--- config.mk ---
export PLATFORM = sky130hd
export DESIGN_NAME = reg_writeback
export DESIGN_NICKNAME = d
export VERILOG_FILES = /design/src/rtl/y86_pkg.sv /design/src/rtl/reg_cell.sv /design/src/rtl/reg_writeback.sv
export SDC_FILE = /design/constraint.sdc
export NUM_CORES = 1
export LEC_CHECK = 0
export CORE_MARGIN = 2
export CORE_UTILIZATION = 30
export DETAILED_ROUTE_END_ITERATION = 10
export SLEW_MARGIN = 20
export SYNTH_ARGS = -nofsm -noshare
export SYNTH_HDL_FRONTEND = slang
export SYNTH_SLANG_ARGS = --single-unit
--- constraint.sdc ---
create_clock -name clk -period 1.9 [get_ports clk]
set_clock_uncertainty 0.2 [all_clocks]
set_input_delay 0.38 -clock clk [delete_from_list [all_inputs] [get_ports clk]]
set_output_delay 0.38 -clock clk [all_outputs]
set_load 0.005 [all_outputs]
--- src/rtl/y86_pkg.sv ---
// Shared Y86 definitions: register IDs, datapath sizes and the W-stage field bundle.
package y86_pkg;
  localparam int DW   = 32;
  localparam int NREG = 8;
  localparam int RW   = 3;

  typedef logic [RW-1:0] reg_id_t;

  localparam reg_id_t REG_EAX = 3'd0;
  localparam reg_id_t REG_ECX = 3'd1;
  localparam reg_id_t REG_EDX = 3'd2;
  localparam reg_id_t REG_EBX = 3'd3;
  localparam reg_id_t REG_ESP = 3'd4;
  localparam reg_id_t REG_EBP = 3'd5;
  localparam reg_id_t REG_ESI = 3'd6;
  localparam reg_id_t REG_EDI = 3'd7;

  typedef struct packed {
    logic          weE;
    reg_id_t       dstE;
    logic [DW-1:0] valE;
    logic          weM;
    reg_id_t       dstM;
    logic [DW-1:0] valM;
  } w_fields_t;
endpackage

--- src/rtl/reg_cell.sv ---
// One architectural register: clear beats the M port, which beats the E port.
module reg_cell #(
  parameter int            DW      = 32,
  parameter logic [DW-1:0] RST_VAL = '0
) (
  input  logic          clk,
  input  logic          reset_n,
  input  logic          clr_i,
  input  logic          weM_i,
  input  logic [DW-1:0] valM_i,
  input  logic          weE_i,
  input  logic [DW-1:0] valE_i,
  output logic [DW-1:0] q_o
);
  logic [DW-1:0] q_q, q_d;

  always_comb begin
    q_d = q_q;
    if (clr_i)      q_d = RST_VAL;
    else if (weM_i) q_d = valM_i;
    else if (weE_i) q_d = valE_i;
  end

  always_ff @(posedge clk or negedge reset_n) begin
    if (!reset_n) q_q <= RST_VAL;
    else          q_q <= q_d;
  end

  assign q_o = q_q;
endmodule

--- src/rtl/reg_writeback.sv ---
// Y86 write-back stage: W pipeline register feeding the eight-entry register bank.
module reg_writeback
  import y86_pkg::*;
#(
  parameter logic [DW-1:0] ESP_INIT = '0
) (
  input  logic          clk,
  input  logic          reset_n,
  input  logic          m_weE,
  input  logic [2:0]    m_dstE,
  input  logic [DW-1:0] m_valE,
  input  logic          m_weM,
  input  logic [2:0]    m_dstM,
  input  logic [DW-1:0] m_valM,
  input  logic          W_stall,
  input  logic          W_bubble,
  input  logic [7:0]    clr,
  output logic          W_weE,
  output logic [2:0]    W_dstE,
  output logic [DW-1:0] W_valE,
  output logic          W_weM,
  output logic [2:0]    W_dstM,
  output logic [DW-1:0] W_valM,
  output logic [DW-1:0] Q_0,
  output logic [DW-1:0] Q_1,
  output logic [DW-1:0] Q_2,
  output logic [DW-1:0] Q_3,
  output logic [DW-1:0] Q_4,
  output logic [DW-1:0] Q_5,
  output logic [DW-1:0] Q_6,
  output logic [DW-1:0] Q_7
);
  w_fields_t w_q, w_d;
  logic [NREG-1:0][DW-1:0] q;

  always_comb begin
    w_d = w_q;
    if (W_stall)       w_d = w_q;
    else if (W_bubble) w_d = '0;
    else               w_d = '{weE: m_weE, dstE: m_dstE, valE: m_valE,
                               weM: m_weM, dstM: m_dstM, valM: m_valM};
  end

  always_ff @(posedge clk or negedge reset_n) begin
    if (!reset_n) w_q <= '0;
    else          w_q <= w_d;
  end

  // Commits come straight from w_q, so a stalled W re-commits every cycle.
  for (genvar gi = 0; gi < NREG; gi++) begin : g_reg
    localparam logic [DW-1:0] RV = (gi == int'(REG_ESP)) ? ESP_INIT : '0;
    reg_cell #(.DW(DW), .RST_VAL(RV)) u_cell (
      .clk    (clk),
      .reset_n(reset_n),
      .clr_i  (clr[gi]),
      .weM_i  (w_q.weM && (w_q.dstM == RW'(gi))),
      .valM_i (w_q.valM),
      .weE_i  (w_q.weE && (w_q.dstE == RW'(gi))),
      .valE_i (w_q.valE),
      .q_o    (q[gi])
    );
  end

  assign W_weE  = w_q.weE;
  assign W_dstE = w_q.dstE;
  assign W_valE = w_q.valE;
  assign W_weM  = w_q.weM;
  assign W_dstM = w_q.dstM;
  assign W_valM = w_q.valM;

  assign Q_0 = q[0];
  assign Q_1 = q[1];
  assign Q_2 = q[2];
  assign Q_3 = q[3];
  assign Q_4 = q[4];
  assign Q_5 = q[5];
  assign Q_6 = q[6];
  assign Q_7 = q[7];
endmodule

---- After elaboration in Yosys (flattened, before gate mapping) ----
Index checks and enable logic that the tools add are counted.
cells by class
  reduce and logical (&&, ||, !) cells .... 26
  equal/unequal tests ..................... 14
  mux-type cells .......................... 25
operator list
  cell                                                                   number
  32-bit 2-to-1 mux                                                      24
  72-bit 2-to-1 mux                                                      1
  3-bit equality test, second input constant                             8
  3-bit nonzero test                                                     8
  1-bit logical AND                                                      16
  3-bit by 2-bit equality test with 1-bit output, second input constant  4
  3-bit by 1-bit equality test with 1-bit output, second input constant  2
  3-bit zero test                                                        2
word-level totals
  output and inout bits ................... 328
  register bits ........................... 328
  bits of input ports ..................... 84
  word-level logic and storage cells ...... 79

---- Longest topological paths before layout ----
Gate-level depths: netlist of the first run.
  word-level depth ........................ 5
  gate-level depth with buffers ........... 6
  mapped depth without buffers ............ 3

---- Modules after synthesis ----
Synthesis of the first run repeated with hierarchy kept, for this count alone.
second synthesis, totals
  cells, all modules ...................... 1473
  area total of the unflattened synthesis .. 16550.9 um^2
by module, submodules not included
  module         cells an instance  instances  area each (um^2)
  reg_cell       142                8          1670.4
  reg_writeback  337                1          3188.1

---- Worst setup path after synthesis of the first run ----
OpenSTA, ideal clock, no wires.
  path kind ............................... register -> register
  start point ............................. reg w_q (netlist bit W_dstM[1])
  end point ............................... reg g_reg[0].u_cell.q_q[13]
  data arrival time ....................... 1.524 ns
  cell stages (with the launch flop) ...... 7
  slack ................................... 0.025 ns
  period minus slack after synthesis ...... 1.875 ns
  setup time .............................. 0.151 ns
  data required time ...................... 1.549 ns
  buffers on the path ..................... 3
  path through ............................ dfrtp_1 > buf_6 > or4b_1 > buf_6 > buf_2 > nor2_1 > a311oi_2
between the ends
  word-level cells in the longest chain between the ends .. 4
  elaborated cells on any way between the ends .. 5
  classes of those cells .................. 2 x mux; 3 x reduce/logical
RTL lines
  what                    line                 RTL
  from (decl)             reg_writeback.sv:33  w_fields_t w_q, w_d;
  from (signal assigned)  reg_writeback.sv:46  else w_q <= w_d;
  3-bit zero test (*)     reg_writeback.sv:56  .weM_i (w_q.weM && (w_q.dstM == RW'(gi))),
  1-bit logical AND (*)   reg_writeback.sv:56
  32-bit 2-to-1 mux       reg_cell.sv:20       else if (weM_i) q_d = valM_i;
  32-bit 2-to-1 mux       reg_cell.sv:19       if (clr_i) q_d = RST_VAL;
  to (signal assigned)    reg_cell.sv:26       else q_q <= q_d;
  to (decl)               reg_cell.sv:15       logic [DW-1:0] q_q, q_d;
Every way passes the cells marked *; elsewhere a longest branch is shown, timed or not.
A chain may end at the register's enable or synchronous reset.

---- Worst setup path in the final report of the first run ----
  start point ............................. reg w_q (netlist bit W_dstE[0])
  end point ............................... out W_dstE[0]
RTL lines
  what       line                 RTL
  to (decl)  reg_writeback.sv:19  output logic [2:0] W_dstE,
No word-level cell between the ends.

==> flow_summary.json, run 1 <==
{
  "power_uw": 17540,
  "fillers": 5196,
  "drv_cap": 0,
  "cts.sinks": 328,
  "rsz0062_at_grt": "true",
  "p_per_area_nw_per_um2": 773.9,
  "routabilityCongestion": 0.8641,
  "fin_area_um2": 22660,
  "cts_buffers": 41,
  "drive_gt1_share_pct": 14.48,
  "drt_wl_total_um": 69970,
  "drc": 0,
  "synth_edf_count": 0,
  "busiest_layer": "met2",
  "whs_ps": 57.75,
  "nNetsFinal": 2315,
  "timing.final.crit_share_pct": 97.89,
  "synth_seq_cells": 328,
  "clk_pin_slew_worst_paths_ps": 60,
  "dieArea_um2": 55460,
  "hold_path.class": "in -> reg",
  "max_freq_mhz": 537.7,
  "start_kind": "flip-flop",
  "finalMaxSlewViolations": 0,
  "cts_root_buf": "clkbuf_16",
  "crit_type": "reg -> out",
  "port_buffers": 411,
  "slew_headroom_pct": 29.61,
  "drtIter0Drc": 1326,
  "crit_required_ps": 1320,
  "setup.worst_path.end_class": "output port",
  "synth_ff_type": "dfrtp_1",
  "antenna_found_initial": 3,
  "wire_per_inst_um": 23.74,
  "start_util_pct": 30.47,
  "syn_nets": 1910,
  "grt_pass1_wl_um": 102500,
  "hpwl_um": 47410,
  "die_y_um": 235.5,
  "clk_path_buf_depth": 3,
  "grt_util_all_layers_pct": 24.54,
  "cts_tree": "built",
  "num_io_pins": 412,
  "syn_inst": 1826,
  "outcome": "finished clean",
  "crit_arrival_ps": 1280,
  "critPathMaxFanout": 17,
  "max-vdd-ir-drop_mv": 0.5018,
  "core_area_um2": 52760,
  "die_w_um": 235.5,
  "postRouteAntennaNets": 0,
  "gr-usage-met3_pct": 4.902,
  "grt.met1_usage_pct": 32.90,
  "reg2reg_depth": 4,
  "ys_seq_area_share_pct": 51.05,
  "h-tree-depth": 2,
  "p_leak_uw": 0.01091,
  "num_vias": 15820,
  "fin_crit_ps": 1860,
  "drtPass1Iterations": 6,
  "hold_path_depth": 3,
  "grt_pass1_vias": 15550,
  "dpl_cell_area_um2": 21310,
  "yosysUniqueCellTypes": 21,
  "syn_to_final_growth_pct": 40.98,
  "worstSkewPairLatency_ps": 550,
  "yosys_warnings": 0,
  "num_rows": 84,
  "tightestPinTransition_ps": 1056,
  "hold_viol": 0,
  "use_met2_pct": 39.49,
  "gr-total-overflow": 0,
  "syn_avg_cell_area_um2": 8.804,
  "vias_per_cell": 5.370,
  "finalSetupViolCount": 0,
  "synth.cell_area_um2": 16080,
  "grt_max_degree": 79,
  "async_flop_share_pct": 100.0
}
-- Yosys cell counts, types with 2 or more instances --
| library cell | count | share of area (%) |
|---|---|---|
| and4b_1 | 3 | 0.19 |
| a311oi_1 | 215 | 12 |
| buf_4 | 17 | 0.79 |
| buf_2 | 58 | 1.8 |
| nand2b_1 | 72 | 2.8 |
| dfrtp_1 | 328 | 51 |
| nand2_1 | 584 | 14 |
| and4bb_2 | 3 | 0.23 |
| o21ai_0 | 72 | 2.2 |
| nor2_1 | 256 | 6.0 |
| nand4b_1 | 6 | 0.33 |
| nand4bb_1 | 6 | 0.42 |
| buf_12 | 3 | 0.37 |
| buf_1 | 40 | 0.93 |
| clkbuf_1 | 104 | 2.4 |
| a311oi_2 | 41 | 3.8 |
| buf_6 | 12 | 0.84 |
| or4b_1 | 2 | 0.12 |
| nand4_1 | 2 | 0.078 |
-- cell families (layout without fill, tap and decap cells) --
| family | Yosys count | in the layout | synth area share, % |
|---|---|---|---|
| AO/OA/AOI/OAI | 328 | 328 | 17.78 |
| buffers and inverters | 234 | 666 | 7.176 |
| flip-flops | 328 | 328 | 51.05 |
| other | 0 | 1 | 0 |
| AND/OR/NAND/NOR | 936 | 936 | 23.99 |
-- through the flow --
step                setup TNS (ps)  setup slack (ps)  utilization, %  std cells
floorplan                        0             25.45               -       1826
CTS                         -25.23            -12.79           42.67       2940
finish                           0             40.17           42.96       2947
detailed placement               0             10.38           40.39       2825
global placement                 0             36.95           40.39       2825
global route                -106.9            -28.18           42.95       2946
-- placed cells by master, fill, tap and decap left out, drive strengths merged --
cell	instances
clkinvlp	2
or4b	2
clkdlybuf4s15	3
a311oi	256
nand4bb	6
clkinv	6
nand2	584
nand4b	6
bufinv	1
inv	2
dfrtp	328
clkbuf	61
and4b	3
and4bb	3
buf	197
and4	1
nor2	256
o21ai	72
diode	1
nand4	2
nand2b	72
dlygate4sd3	2
dlygate4sd2	320
clkdlybuf4s50	72
nor4b	1
-- worst paths after layout --
kind | startpoint | end | slack [ps]
max | W_dstE[0] | W_dstE[0] | 40
min | clr[6] | g_reg[6].u_cell.q_o[11] | 60
max reg2reg | W_dstM[1] | g_reg[0].u_cell.q_o[15] | 60
min reg2reg | W_weM | W_weM | 340
max in group asynchronous | reset_n | g_reg[3].u_cell.q_o[11] | 670
min in group asynchronous | reset_n | g_reg[0].u_cell.q_o[10] | 100
-- routing by layer --
| metal | wire (um) | vias up |
|---|---|---|
| met5 | 0 | - |
| met4 | 2496 | 0 |
| met3 | 5712 | 141 |
| met2 | 32480 | 807 |
| met1 | 29280 | 7853 |
| li1 | - | 7023 |
-- report_power, final --
group | internal (uW) | switching (uW)
sequential | 7280 | 197
clock | 4410 | 3120
combinational | 1020 | 1520
total | 12700 | 4840
-- registers in the layout (all words and copies together) (netlist names) --
| signal | flops |
|---|---|
| W_dstM | 3 |
| W_weE | 1 |
| W_valE | 32 |
| W_dstE | 3 |
| W_valM | 32 |
| g.u_cell.q_o | 256 |
| W_weM | 1 |
-- what timing repair did --
| action | 4_1_cts | 5_1_grt |
|---|---|---|
| hold buffers | 2 | 0 |
| endpoints found under the hold margin | 330 | 0 |
| gates resized for setup | 353 | 22 |
| pin swaps | 0 | 1 |
| setup endpoints to repair | 328 | 75 |
| setup buffers | 43 | 5 |
| gates cloned | 0 | 1 |
-- critical path, stage by stage, from the launching register on --
cell and delay [ps]:
dfrtp_1 410, buf_6 170, buf_4 160
-- area by class of cell --
type / instances / area (um2) / share of cell area [%]
Antenna cell: 1 / 2.502 / 0.01104
Clock buffer: 59 / 1174 / 5.178
Clock inverter: 11 / 92.59 / 0.4085
Tap cell: 688 / 860.8 / 3.798
Multi-Input combinational cell: 1264 / 6845 / 30.20
Timing Repair Buffer: 596 / 5479 / 24.17
Sequential cell: 328 / 8210 / 36.23
(Power assumes the default switching activity.)
==> inputs of run 2 (changes only) <==
- CORE_UTILIZATION: 30 -> 45
- PLACE_DENSITY: unset -> 0.77
- RECOVER_POWER: unset -> 100
==> run 2 against run 1 <==
Net effect:
- sequential power is essentially flat
- sequential share of layout area grew 0.44 points
- global-route usage rose by 8.9 points
- highest routed layer is now met5
- the flow now finishes with violations (negative setup slack)
- worst hold slack better by 38 ps
- combinational power is 4% lower
- routed wire length decreased by 5.2%
==> flow_summary.json, run 2 (same netlist as run 1, synthesis figures left out) <==
{
  "outcome": "complete, but fails checks",
  "violations": "negative setup slack",
  "final_common_cell": "nand2_1",
  "grt_pass1_vias": 15830,
  "slowest_delay_ps": 500,
  "clk_pin_slew_worst_paths_ps": 60,
  "worstPathCellList": "buf_4 -> or4b_4 -> buf_12 -> nor2_1 -> a311oi_2",
  "finalSetupViolCount": 14,
  "crit_required_ps": 2050,
  "fin_crit_ps": 1943,
  "cp.buffers_inverters": 2,
  "layout_common_cells": "nand2_1 (584), dfrtp_1 (328), dlygate4sd2_1 (322)",
  "drc": 0,
  "grt_util_all_layers_pct": 33.44,
  "cts.sinks": 328,
  "p_leak_uw": 0.01080,
  "hold_path.class": "in -> reg",
  "vias_per_cell": 6.057,
  "path_delay_family": "simple AND/OR/NAND/NOR gates",
  "reg2reg_depth": 5,
  "tns_ps": -181.5,
  "crit_arrival_ps": 2090,
  "drv_cap": 0,
  "start_kind": "flip-flop",
  "clk_path_buf_depth": 3,
  "regToRegSetupSlack_ps": -40,
  "finalMaxSlewViolations": 0,
  "gr-total-overflow": 0,
  "drt_wl_total_um": 66340,
  "h-tree-depth": 2,
  "postRouteAntennaNets": 0,
  "num_vias": 16600,
  "die_w_um": 193.0,
  "cts_root_buf": "clkbuf_16",
  "antenna_found_initial": 3,
  "wire_per_inst_um": 24.20,
  "r2r-start": "W_dstM[2]",
  "drive_gt1_share_pct": 12.55,
  "min_delay_worst_endpoint": "W_valE[30]",
  "drtIter0Drc": 1779,
  "slowest_stage": "or4b_4",
  "rsz0062_at_grt": "true",
  "num_rows": 69,
  "grt_pass1_wl_um": 93830,
  "num_io_pins": 412,
  "crit_type": "reg -> reg",
  "hpwl_um": 42620,
  "port_buffers": 411,
  "timing.rr.end": "g_reg[0].u_cell.q_o[24]",
  "dieArea_um2": 37250,
  "power_uw": 17420,
  "timing.final.crit_share_pct": 102.3,
  "largest_reg_flops": 256,
  "critPathMaxFanout": 64,
  "hold_viol": 0,
  "cts_tree": "built",
  "cts_buffers": 37,
  "worstSkewPairLatency_ps": 520,
  "die_y_um": 193.0,
  "p_per_area_nw_per_um2": 777.9,
  "routabilityCongestion": 0.8839,
  "start_util_pct": 45.42,
  "setup.worst_path.end_class": "flip-flop",
  "nNetsFinal": 2334,
  "core_area_um2": 35400,
  "max-vdd-ir-drop_mv": 0.6823,
  "hp-start": "W_stall",
  "grt_max_degree": 73,
  "hold_path_depth": 3,
  "setup_ws_ps": -43.02,
  "syn_to_final_growth_pct": 39.25,
  "max_freq_mhz": 514.7,
  "tightestPinTransition_ps": 1087,
  "drtPass1Iterations": 6,
  "slew_headroom_pct": 27.51
}
-- run 2: cell count changes in the layout (fill, tap and decap cells not counted), moves of 4 or more --
cell	delta
clkbuf_1	+65
buf_4	-64
buf_6	+12
nor2_1	-6
nor2_2	+6
a311oi_1	-5
a311oi_2	+5
buf_12	-5
clkbuf_2	+5
clkbuf_4	+4
-- run 2: worst max path at each step --
stage                    from                 endpoint  slack, ps  cells past startpoint
detailed placement  W_dstE[2]   g_reg[0].u_cell.q_o[0]         30                      4
floorplan           W_dstM[1]  g_reg[0].u_cell.q_o[13]         30                      6
finish              W_dstM[2]  g_reg[0].u_cell.q_o[24]        -40                      5
global route        W_dstE[0]   g_reg[0].u_cell.q_o[8]        -90                      5
CTS                     W_weE                    W_weE         -6                      2
global placement    W_dstE[2]  g_reg[0].u_cell.q_o[18]         50                      4
-- run 2: area by class of cell --
cell class / count / area [um2]
fillers: 2990 / 13010
flip-flops and latches: 328 / 8208
multi-input cells: 1264 / 6887
repair buffers: 619 / 5451
clock buffers: 54 / 1082
well taps: 461 / 576.8
clock inverters: 13 / 176.4
diodes: 2 / 5.005
-- run 2: timing repair --
action / 4_1_cts / 5_1_grt
gates cloned: 0 / 7
buffers inserted: 55 / 9
pin swaps: 0 / 4
gates resized for setup: 347 / 35
hold endpoints to repair: 237 / 0
setup endpoints to repair: 328 / 64
hold buffers: 1 / 0
-- run 2: power breakdown --
group | internal, uW | switching (uW)
combinational | 945 | 1510
sequential | 7270 | 187
clock | 4510 | 2990
-- run 2: tightest hold or removal path, delay by kind of cell --
family | cells | cell delay (ps)
AOI/OAI and AO/OA | 1 | 70
and+or+nand+nor | 1 | 90
buffers and inverters | 1 | 210
-- run 2: routing by layer --
layer,wire length [um],GRT usage (%)
met5,13,0
met4,4018,18.62
met3,7462,6.389
met2,30450,52.89
met1,24390,43.44
-- run 2: through the flow --
step | setup WS, ps | hold slack [ps] | utilization [%] | std cells | cell area, um2
2_1_floorplan | 25.45 | -115.6 | - | 1826 | 16080
3_3_place_gp | 54.79 | 64.70 | 59.66 | 2600 | 21120
3_5_place_dp | 27.52 | 69.77 | 59.66 | 2600 | 21120
4_1_cts | -6.242 | 70.83 | 63.32 | 2723 | 22410
5_1_grt | -85.07 | 107.1 | 63.25 | 2741 | 22390
6_report | -43.02 | 95.64 | 63.25 | 2741 | 22390
==> inputs of run 3 (changes only) <==
- CORE_UTILIZATION: 45 -> 50
- PLACE_DENSITY: 0.77 -> 0.81
- SLEW_MARGIN: 20 -> 40
- clock period: 1.9 -> 2.1 ns (I/O delays scaled with it)
==> run 3 against run 2 <==
Net effect:
- the flow still finishes with violations (negative setup slack)
- clock-buffer cell count fell by 4
- highest routed layer is now met4
- largest power group is now registers
- routed wire length decreased by 6.7%
- design area decreased by 2.7%
- setup slack gained 36 ps
- power decreased by 12%
- combinational power fell by 7%
==> flow_summary.json, run 3 (same netlist as run 1, synthesis figures left out) <==
{
  "num_vias": 16090,
  "vias_per_cell": 6.158,
  "drt_wl_total_um": 61880,
  "grt_pass1_wl_um": 93830,
  "critPathMaxFanout": 2,
  "nNetsFinal": 2270,
  "hpwl_um": 41410,
  "antenna_found_initial": 3,
  "crit_required_ps": 1480,
  "start_kind": "flip-flop",
  "fillers": 2406,
  "num_rows": 65,
  "cts_buffers": 36,
  "hold_path.class": "in -> reg",
  "grt_pass1_vias": 15940,
  "power_uw": 15260,
  "tns_ps": -12.89,
  "worstPathCellList": "clkdlybuf4s50_1",
  "wire_per_inst_um": 23.68,
  "start_util_pct": 50.82,
  "h-tree-depth": 2,
  "port_buffers": 411,
  "worstSkewPairLatency_ps": 520,
  "dieArea_um2": 33600,
  "syn_to_final_growth_pct": 35.49,
  "drc": 0,
  "largest_reg_flops": 256,
  "cp.buffers_inverters": 1,
  "clk_path_buf_depth": 3,
  "core_area_um2": 31640,
  "drtIter0Drc": 1835,
  "timing.final.crit_share_pct": 100.4,
  "violations": "negative setup slack",
  "setup_ws_ps": -7.437,
  "drv_cap": 0,
  "die_y_um": 183.3,
  "finalMaxSlewViolations": 0,
  "finalSetupViolCount": 3,
  "routabilityCongestion": 0.9450,
  "postRouteAntennaNets": 0,
  "slew_headroom_pct": 3.564,
  "slowest_stage": "clkdlybuf4s50_1",
  "num_io_pins": 412,
  "slowest_delay_ps": 540,
  "cts.sinks": 328,
  "dp.cells": 2540,
  "p_per_area_nw_per_um2": 700.4,
  "outcome": "complete, but fails checks",
  "grt_util_all_layers_pct": 36.54,
  "p_leak_uw": 0.009106,
  "final_common_cell": "nand2_1",
  "crit_type": "reg -> out",
  "drive_gt1_share_pct": 10.37,
  "whs_ps": 238.7,
  "die_w_um": 183.3,
  "gr-total-overflow": 0,
  "drtPass1Iterations": 7,
  "setup.worst_path.end_class": "output port",
  "tightestPinTransition_ps": 1447,
  "max-vdd-ir-drop_mv": 0.4474,
  "crit_arrival_ps": 1490,
  "path_delay_family": "buffers and inverters",
  "layout_common_cells": "nand2_1 (584), clkdlybuf4s50_1 (381), dfrtp_1 (326)",
  "final_cells": 2613,
  "hold_viol": 0,
  "fin_crit_ps": 2107,
  "cts_tree": "built",
  "grt_max_degree": 145,
  "cts_root_buf": "clkbuf_16",
  "clk_pin_slew_worst_paths_ps": 60,
  "max_freq_mhz": 474.5,
  "regToRegSetupSlack_ps": 100
}
-- run 3: routing by layer --
metal  GRT usage (%)  wire, um  up-vias
met5               0         0        -
met3           8.002      6894      250
met1           47.46     22790     7739
met4           19.26      3824        0
li1                -         -     6937
met2           57.64     28370     1164
-- run 3: worst paths after layout --
path / start / endpoint / cells past startpoint
max in group asynchronous: reset_n / g_reg[2].u_cell.q_o[23] / 4
worst max-delay path: g_reg[4].u_cell.q_o[21] / Q_4[21] / 1
worst min-delay path: clr[0] / g_reg[0].u_cell.q_o[12] / 2
worst min register to register: g_reg[5].u_cell.q_o[30] / g_reg[5].u_cell.q_o[30] / 2
min in group asynchronous: reset_n / W_valM[0] / 2
worst max register to register: W_dstE[2] / g_reg[3].u_cell.q_o[20] / 5
-- run 3: layout make-up --
class / count / area [um2] / share of cell area (%)
clock inverter: 10 / 102.6 / 0.4710
antenna: 3 / 7.507 / 0.03446
tap: 402 / 503.0 / 2.309
multi-input combinational: 1264 / 6605 / 30.32
timing repair buffer: 556 / 5329 / 24.46
sequential: 328 / 8210 / 37.69
clock buffer: 50 / 1025 / 4.704
-- run 3: what timing repair did --
item                       4_1_cts  5_1_grt
gates resized for setup         13       13
setup buffers                    4        5
hold buffers                     1        0
setup endpoints to repair       12       17
hold endpoints to repair       211        0
gates cloned                     0        0
-- run 3: power breakdown --
part / total [uW] / switching (uW) / internal (uW)
Combinational: 2290 / 1290 / 998
Clock: 6190 / 2550 / 3640
Sequential: 6770 / 190 / 6580
Total: 15300 / 4040 / 11200
-- run 3: through the flow --
stage | utilization, % | instance area (um2) | setup WS, ps
after floorplan | - | 16080 | 225.4
after global placement | 65.87 | 20840 | 243.8
after detailed placement | 65.88 | 20840 | 115.6
after CTS | 69.57 | 22010 | 2.505
after global routing | 68.84 | 21780 | -18.86
final | 68.85 | 21780 | -7.437
